## src/rtl/cmp_arbiter.sv

```systemverilog
// Round-robin arbiter sharing one RISC-V branch/SLT comparator between two requesters.
// Operands are registered on accept, the condition is registered in COMPARE, and the result is held until consumed.

module flagger #(
    parameter int unsigned WORDSIZE = 64
) (
    input  logic [WORDSIZE-1:0] a,
    input  logic [WORDSIZE-1:0] b,
    output logic                flag_equal,
    output logic                flag_not_equal,
    output logic                flag_less,
    output logic                flag_u_less
);
    assign flag_equal     = (a == b);
    assign flag_not_equal = (a != b);
    assign flag_less      = ($signed(a) < $signed(b));
    assign flag_u_less    = (a < b);
endmodule

module cmp_arbiter #(
    parameter int unsigned WORDSIZE = 64,
    parameter int unsigned CNTW     = 16
) (
    input  logic                clk,
    input  logic                rst_n,
    input  logic                req0_valid,
    input  logic                req1_valid,
    output logic                req0_ready,
    output logic                req1_ready,
    input  logic [WORDSIZE-1:0] req0_a,
    input  logic [WORDSIZE-1:0] req0_b,
    input  logic [WORDSIZE-1:0] req1_a,
    input  logic [WORDSIZE-1:0] req1_b,
    input  logic [2:0]          req0_op,
    input  logic [2:0]          req1_op,
    output logic                rsp0_valid,
    output logic                rsp1_valid,
    input  logic                rsp0_ready,
    input  logic                rsp1_ready,
    output logic                rsp_result,
    output logic                rsp_err,
    output logic [CNTW-1:0]     grant_count0,
    output logic [CNTW-1:0]     grant_count1
);
    localparam logic [2:0] OP_EQ  = 3'b000;
    localparam logic [2:0] OP_NE  = 3'b001;
    localparam logic [2:0] OP_LT  = 3'b100;
    localparam logic [2:0] OP_GE  = 3'b101;
    localparam logic [2:0] OP_LTU = 3'b110;
    localparam logic [2:0] OP_GEU = 3'b111;

    typedef enum logic [1:0] {S_IDLE, S_COMPARE, S_RESPOND} state_t;

    state_t              state_q, state_d;
    logic                last_q, last_d;
    logic                owner_q, owner_d;
    logic [WORDSIZE-1:0] a_q, a_d, b_q, b_d;
    logic [2:0]          op_q, op_d;
    logic                result_q, result_d;
    logic                err_q, err_d;
    logic [CNTW-1:0]     cnt0_q, cnt0_d, cnt1_q, cnt1_d;

    logic any_valid_c, grant_c;
    logic f_eq, f_ne, f_lt, f_ult;

    flagger #(.WORDSIZE(WORDSIZE)) u_flagger (
        .a              (a_q),
        .b              (b_q),
        .flag_equal     (f_eq),
        .flag_not_equal (f_ne),
        .flag_less      (f_lt),
        .flag_u_less    (f_ult)
    );

    // On a tie, serve the requester that did not win last time.
    always_comb begin
        any_valid_c = req0_valid | req1_valid;
        if (req0_valid && req1_valid) grant_c = ~last_q;
        else                          grant_c = req1_valid;
    end

    always_comb begin
        state_d  = state_q;
        last_d   = last_q;
        owner_d  = owner_q;
        a_d      = a_q;
        b_d      = b_q;
        op_d     = op_q;
        result_d = result_q;
        err_d    = err_q;
        cnt0_d   = cnt0_q;
        cnt1_d   = cnt1_q;

        req0_ready = (state_q == S_IDLE) && any_valid_c && !grant_c;
        req1_ready = (state_q == S_IDLE) && any_valid_c &&  grant_c;
        rsp0_valid = (state_q == S_RESPOND) && !owner_q;
        rsp1_valid = (state_q == S_RESPOND) &&  owner_q;

        case (state_q)
            S_IDLE: begin
                if (any_valid_c) begin
                    owner_d = grant_c;
                    last_d  = grant_c;
                    a_d     = grant_c ? req1_a  : req0_a;
                    b_d     = grant_c ? req1_b  : req0_b;
                    op_d    = grant_c ? req1_op : req0_op;
                    if (!grant_c && (cnt0_q != '1)) cnt0_d = cnt0_q + CNTW'(1);
                    if ( grant_c && (cnt1_q != '1)) cnt1_d = cnt1_q + CNTW'(1);
                    state_d = S_COMPARE;
                end
            end
            S_COMPARE: begin
                err_d = 1'b0;
                case (op_q)
                    OP_EQ:   result_d = f_eq;
                    OP_NE:   result_d = f_ne;
                    OP_LT:   result_d = f_lt;
                    OP_GE:   result_d = ~f_lt;
                    OP_LTU:  result_d = f_ult;
                    OP_GEU:  result_d = ~f_ult;
                    default: begin
                        result_d = 1'b0;
                        err_d    = 1'b1;
                    end
                endcase
                state_d = S_RESPOND;
            end
            S_RESPOND: begin
                // Only the owner's ready can retire the response.
                if (owner_q ? rsp1_ready : rsp0_ready) state_d = S_IDLE;
            end
            default: state_d = S_IDLE;
        endcase
    end

    always_ff @(posedge clk or negedge rst_n) begin
        if (!rst_n) begin
            state_q  <= S_IDLE;
            last_q   <= 1'b1;
            owner_q  <= 1'b0;
            a_q      <= '0;
            b_q      <= '0;
            op_q     <= '0;
            result_q <= 1'b0;
            err_q    <= 1'b0;
            cnt0_q   <= '0;
            cnt1_q   <= '0;
        end else begin
            state_q  <= state_d;
            last_q   <= last_d;
            owner_q  <= owner_d;
            a_q      <= a_d;
            b_q      <= b_d;
            op_q     <= op_d;
            result_q <= result_d;
            err_q    <= err_d;
            cnt0_q   <= cnt0_d;
            cnt1_q   <= cnt1_d;
        end
    end

    assign rsp_result   = result_q;
    assign rsp_err      = err_q;
    assign grant_count0 = cnt0_q;
    assign grant_count1 = cnt1_q;
endmodule

```

## config.mk

```make
export PLATFORM = sky130hd
export DESIGN_NAME = cmp_arbiter
export DESIGN_NICKNAME = d
export VERILOG_FILES = /design/src/rtl/cmp_arbiter.sv
export SDC_FILE = /design/constraint.sdc
export NUM_CORES = 1
export LEC_CHECK = 0
export CAP_MARGIN = 10
export CORE_UTILIZATION = 25
export CTS_CLUSTER_SIZE = 8
export DETAILED_ROUTE_END_ITERATION = 8
export SYNTH_ARGS = -nofsm -noshare
export SYNTH_HDL_FRONTEND = slang
export SYNTH_HIERARCHICAL = 1
export SYNTH_SLANG_ARGS = --single-unit
export TNS_END_PERCENT = 30
```

## constraint.sdc

```tcl
create_clock -name clk -period 3.65 [get_ports clk]
set_input_delay 0.73 -clock clk [delete_from_list [all_inputs] [get_ports clk]]
set_output_delay 0.73 -clock clk [all_outputs]
set_load 0.03 [all_outputs]
```

==> reports/summary.log <==
[drt] average via count per standard cell 4.884
[cts] CTS sink cnt 169
[drt] number of vias after detailed routing 7805
[critical_path] worst reg2reg path startpoint a_q[63]
[drt] DRT Wirelength 27.97 mm
[cts] number of buffers created by CTS 17
[critical_path] worst stage delay on the critical path 0.47 ns
[timing] final-report hold violation count 0
[synth] yosys warns 6
[drt] Post-route DRC 0
[synth] post-synthesis mux area share 0.7457%
[placement] dpl hpwl 20.33 mm
[global_route] gr usage total 15.67%
[synth] cell taking the most area after synthesis sky130_fd_sc_hd__dfrtp_1
[placement] Port Buffers 305
[status] status finished clean
[critical_path] critical path fanouts, max 5
[critical_path] family with the most delay on the worst path simple AND/OR/NAND/NOR gates
[timing] final critical-path setup slack 0.5316 ns
[cts] clock latency on the worst-skew pair 0.43 ns
[floorplan] ports placed on the boundary 306
[critical_path] Cell Chain, Critical Path ha_1 > nand4_4 > nor4_4 > nand2_2 > nor4_2 > nand3_1 > o211a_1 > xnor2_1 > mux2i_1 > xnor2_1 > a21oi_1 > o21ai_0
[floorplan] number of rows in the core area 68
[timing] Max Slew Vio Count 0
[synth] synthesized netlist net count 1173
[drt] first-iteration detailed-routing DRC count 747
[timing] clock tree skew after final layout 0.009026 ns
[global_route] number of antenna violations at the first check in global routing 1
[final_layout] number of filler cells placed in the layout 3445
[timing] worst slew margin relative to its limit 37.78%
[timing] setup violators final 0
[synth] synthesis-stage register bit count 169
[synth] Compound-Gate Fraction of Synth Area 19.29%
[floorplan] die area 0.03565 sq mm
[floorplan] DIE HEIGHT 188.8 microns
[placement] worst-case setup slack after placement 0.4232 ns
[min_path] worst hold path class in2async
[cts] maximum buffer depth of the clock tree 2
[critical_path] Reg2Reg Depth 12
[drt] routed wirelength normalized by instance count 17.50 microns
[timing] final clock period utilization by the worst path 85.44%
[synth] post-synthesis share of cell area spent on xor and xnor gates 2.811%
[cts] clock tree from TritonCTS done
[cts] CTS root buffer sky130_fd_sc_hd__clkbuf_16
[synth] unique cell type count in the Yosys netlist 50
[placement] RD Place Congestion 0.8186
[synth] predominant post-synthesis flop cell sky130_fd_sc_hd__dfrtp_1
[power] maximum VDD drop 0.3200 mV
[critical_path] endpoint type of the worst setup path flip-flop
[timing] worst-margin pin slew 0.9298 ns
[synth] dominant combinational cell family by area after synthesis compound AO/OA/AOI/OAI gates
[synth] share of synthesized area occupied by flip-flops and latches 48.49%
[critical_path] kind of start point of the critical path flip-flop
[critical_path] Critical Path AT 3.47 ns
[synth] adder-cell area share of the yosys netlist 9.465%
[cts] Post-CTS Hold Fix Bufs 0
[drt] number of nets with antenna violations after detailed routing 0
[cts] clock transition time at the flip-flop clock pins of the worst setup and hold paths 0.07 ns
[critical_path] cell mode on critical path sky130_fd_sc_hd__xnor2_1
[timing] peak clock frequency supported by timing 320.7 MHz
[synth] EDFF count, synth 0
[synth] leading post-synthesis cells by cell area sky130_fd_sc_hd__dfrtp_1 (48%), sky130_fd_sc_hd__a222oi_1 (15%), sky130_fd_sc_hd__ha_1 (9.5%)
[synth] total standard cell area after synthesis 0.008725 sq mm
[floorplan] Core Area 0.03446 sq mm
[cts] htree depth 4
[critical_path] cell at the slowest stage of the critical path sky130_fd_sc_hd__nor4_4
[flow_run] max capacitance violation total 0
[synth] most repeated cell in the gate-level netlist after synthesis sky130_fd_sc_hd__inv_1
[critical_path] buffering stage count on the worst path with inverters included 0
[synth] fraction of post-synthesis cell area in the top cell type by area 48.19%
[cts] total of cells resized after clock tree synthesis 0
[synth] fraction of the mapped netlist area in simple logic gates 8.332%
[drt] count of TritonRoute iterations in the first routing pass 8
[global_route] number of global-route vias before repair 7795
[timing] final critical delay including setup and external delays 3.118 ns
[power] Cell Pwr Density 722.9 mW/mm^2
[final_layout] count of nets after finishing 1466
[synth] share of async-settable or async-resettable flops after synthesis 100.0%
[synth] top cells by instance count after synthesis sky130_fd_sc_hd__inv_1 (201), sky130_fd_sc_hd__dfrtp_1 (168), sky130_fd_sc_hd__a222oi_1 (131)
[global_route] largest net degree at the start of global routing 132
[timing] unrepaired setup endpoints after global routing false
[synth] average footprint of a synthesized cell 10.40 sq um
[timing] post-route worst hold slack 0.3344 ns
[critical_path] capture instance of the worst register-to-register path rsp_result
[placement] cell area reported after detailed placement 0.01237 sq mm
[final_layout] share of layout cells above drive strength 1 5.342%
[global_route] global-route wire length before repair 43.39 mm
[cts] Post-CTS Repair Setup Buffers 0
[power] leakage 6.153 nW
[critical_path] category of the critical setup timing path reg2reg
[critical_path] setup slack of the most critical reg-to-reg path 0.53 ns
[timing] sum of negative setup slack 0 ns
[floorplan] Die X-Extent 188.8 microns
[critical_path] CP Data Required Time 4.00 ns
[final_layout] area growth from synthesis to layout 47.91%
[floorplan] Starting Density 25.32%
[final_layout] final core area utilization 37.45%
[synth] cell count after synthesis 839
[global_route] Overflow after GRT 0
[final_layout] cell area after layout 0.01290 sq mm
==> flip-flops by register name, indices dropped and copies added (netlist names), 2 cells and up <==
register      flops
op_q              3
grant_count0     16
state_q           2
b_q              64
grant_count1     16
a_q              64
==> logic make-up after synthesis <==
kind of cell / after synthesis
buffers and inverters: 247
AO/OA/AOI/OAI: 193
flip-flops: 169
AND/OR/NAND/NOR: 130
adder cells (fa/ha/maj): 66
XOR/XNOR: 28
multiplexers: 6
==> metal layers <==
layer | vias to the layer above | global-route usage, % | part of all wire, %
li1 | 3682 | - | -
met1 | 3825 | 20.32 | 44
met2 | 281 | 25.86 | 48
met3 | 17 | 3.576 | 6.3
met4 | 0 | 4.622 | 1.2
met5 | - | 0 | 0
==> worst register-to-register path, stage by stage (launching register included) <==
cell	delay [ns]
sky130_fd_sc_hd__dfrtp_1	0.38
sky130_fd_sc_hd__ha_1	0.41
sky130_fd_sc_hd__nand4_4	0.18
sky130_fd_sc_hd__nor4_4	0.47
sky130_fd_sc_hd__nand2_2	0.09
sky130_fd_sc_hd__nor4_2	0.38
sky130_fd_sc_hd__nand3_1	0.21
sky130_fd_sc_hd__o211a_1	0.28
sky130_fd_sc_hd__xnor2_1	0.12
sky130_fd_sc_hd__mux2i_1	0.15
sky130_fd_sc_hd__xnor2_1	0.14
sky130_fd_sc_hd__a21oi_1	0.08
sky130_fd_sc_hd__o21ai_0	0.15
==> per-stage QoR <==
| stage | instances | total power [mW] |
|---|---|---|
| finish | 1598 | 9.330 |
| CTS | 1597 | 9.489 |
| global placement | 1568 | 7.593 |
| detailed placement | 1568 | 7.689 |
| floorplan | 839 | 6.066 |
| global route | 1598 | 10.16 |
==> worst max-delay path by stage <==
stage	start	endpoint	slack [ns]	depth (start not counted)
6_report	a_q[63]	rsp_result	0.53	12
5_1_grt	a_q[63]	rsp_result	0.20	12
4_1_cts	a_q[63]	rsp_result	0.40	12
3_5_place_dp	a_q[63]	rsp_result	0.42	12
3_3_place_gp	a_q[63]	rsp_result	0.48	12
2_1_floorplan	a_q[63]	rsp_result	1.07	12
==> area by class of cell <==
class	count	area [sq um]	area share, %
Sequential cell	169	4230	32.78
Multi-Input combinational cell	423	3557	27.56
Timing Repair Buffer	317	3239	25.10
Inverter	204	770.7	5.972
Tap cell	455	569.3	4.411
Clock buffer	21	460.4	3.568
Clock inverter	8	75.07	0.5817
Antenna cell	1	2.502	0.01939
==> report_power, final <==
part	switching (mW)	total (mW)	internal, mW	leakage [nW]
logic	2.39	4.36	1.97	3.78
registers	0.568	3.25	2.68	2.12
clock network	0.765	1.73	0.960	0.253
==> cell usage in the layout (no fill, tap or decap), drive strengths merged, types with 5 or more instances in the layout <==
cell | netlist | routed
a21oi | 28 | 28
nor4 | 6 | 6
inv | 204 | 204
a211oi | 5 | 5
nand2 | 37 | 37
xor2 | 8 | 8
nor2 | 21 | 21
nor3 | 9 | 9
nand3 | 13 | 13
buf | 23 | 15
dfrtp | 168 | 168
clkdlybuf4s50 | 0 | 302
xnor2 | 20 | 20
ha | 66 | 66
clkbuf | 20 | 21
o21ai | 15 | 15
nand4 | 25 | 25
a222oi | 131 | 131
No activity file was read; power rests on OpenSTA's default activity.
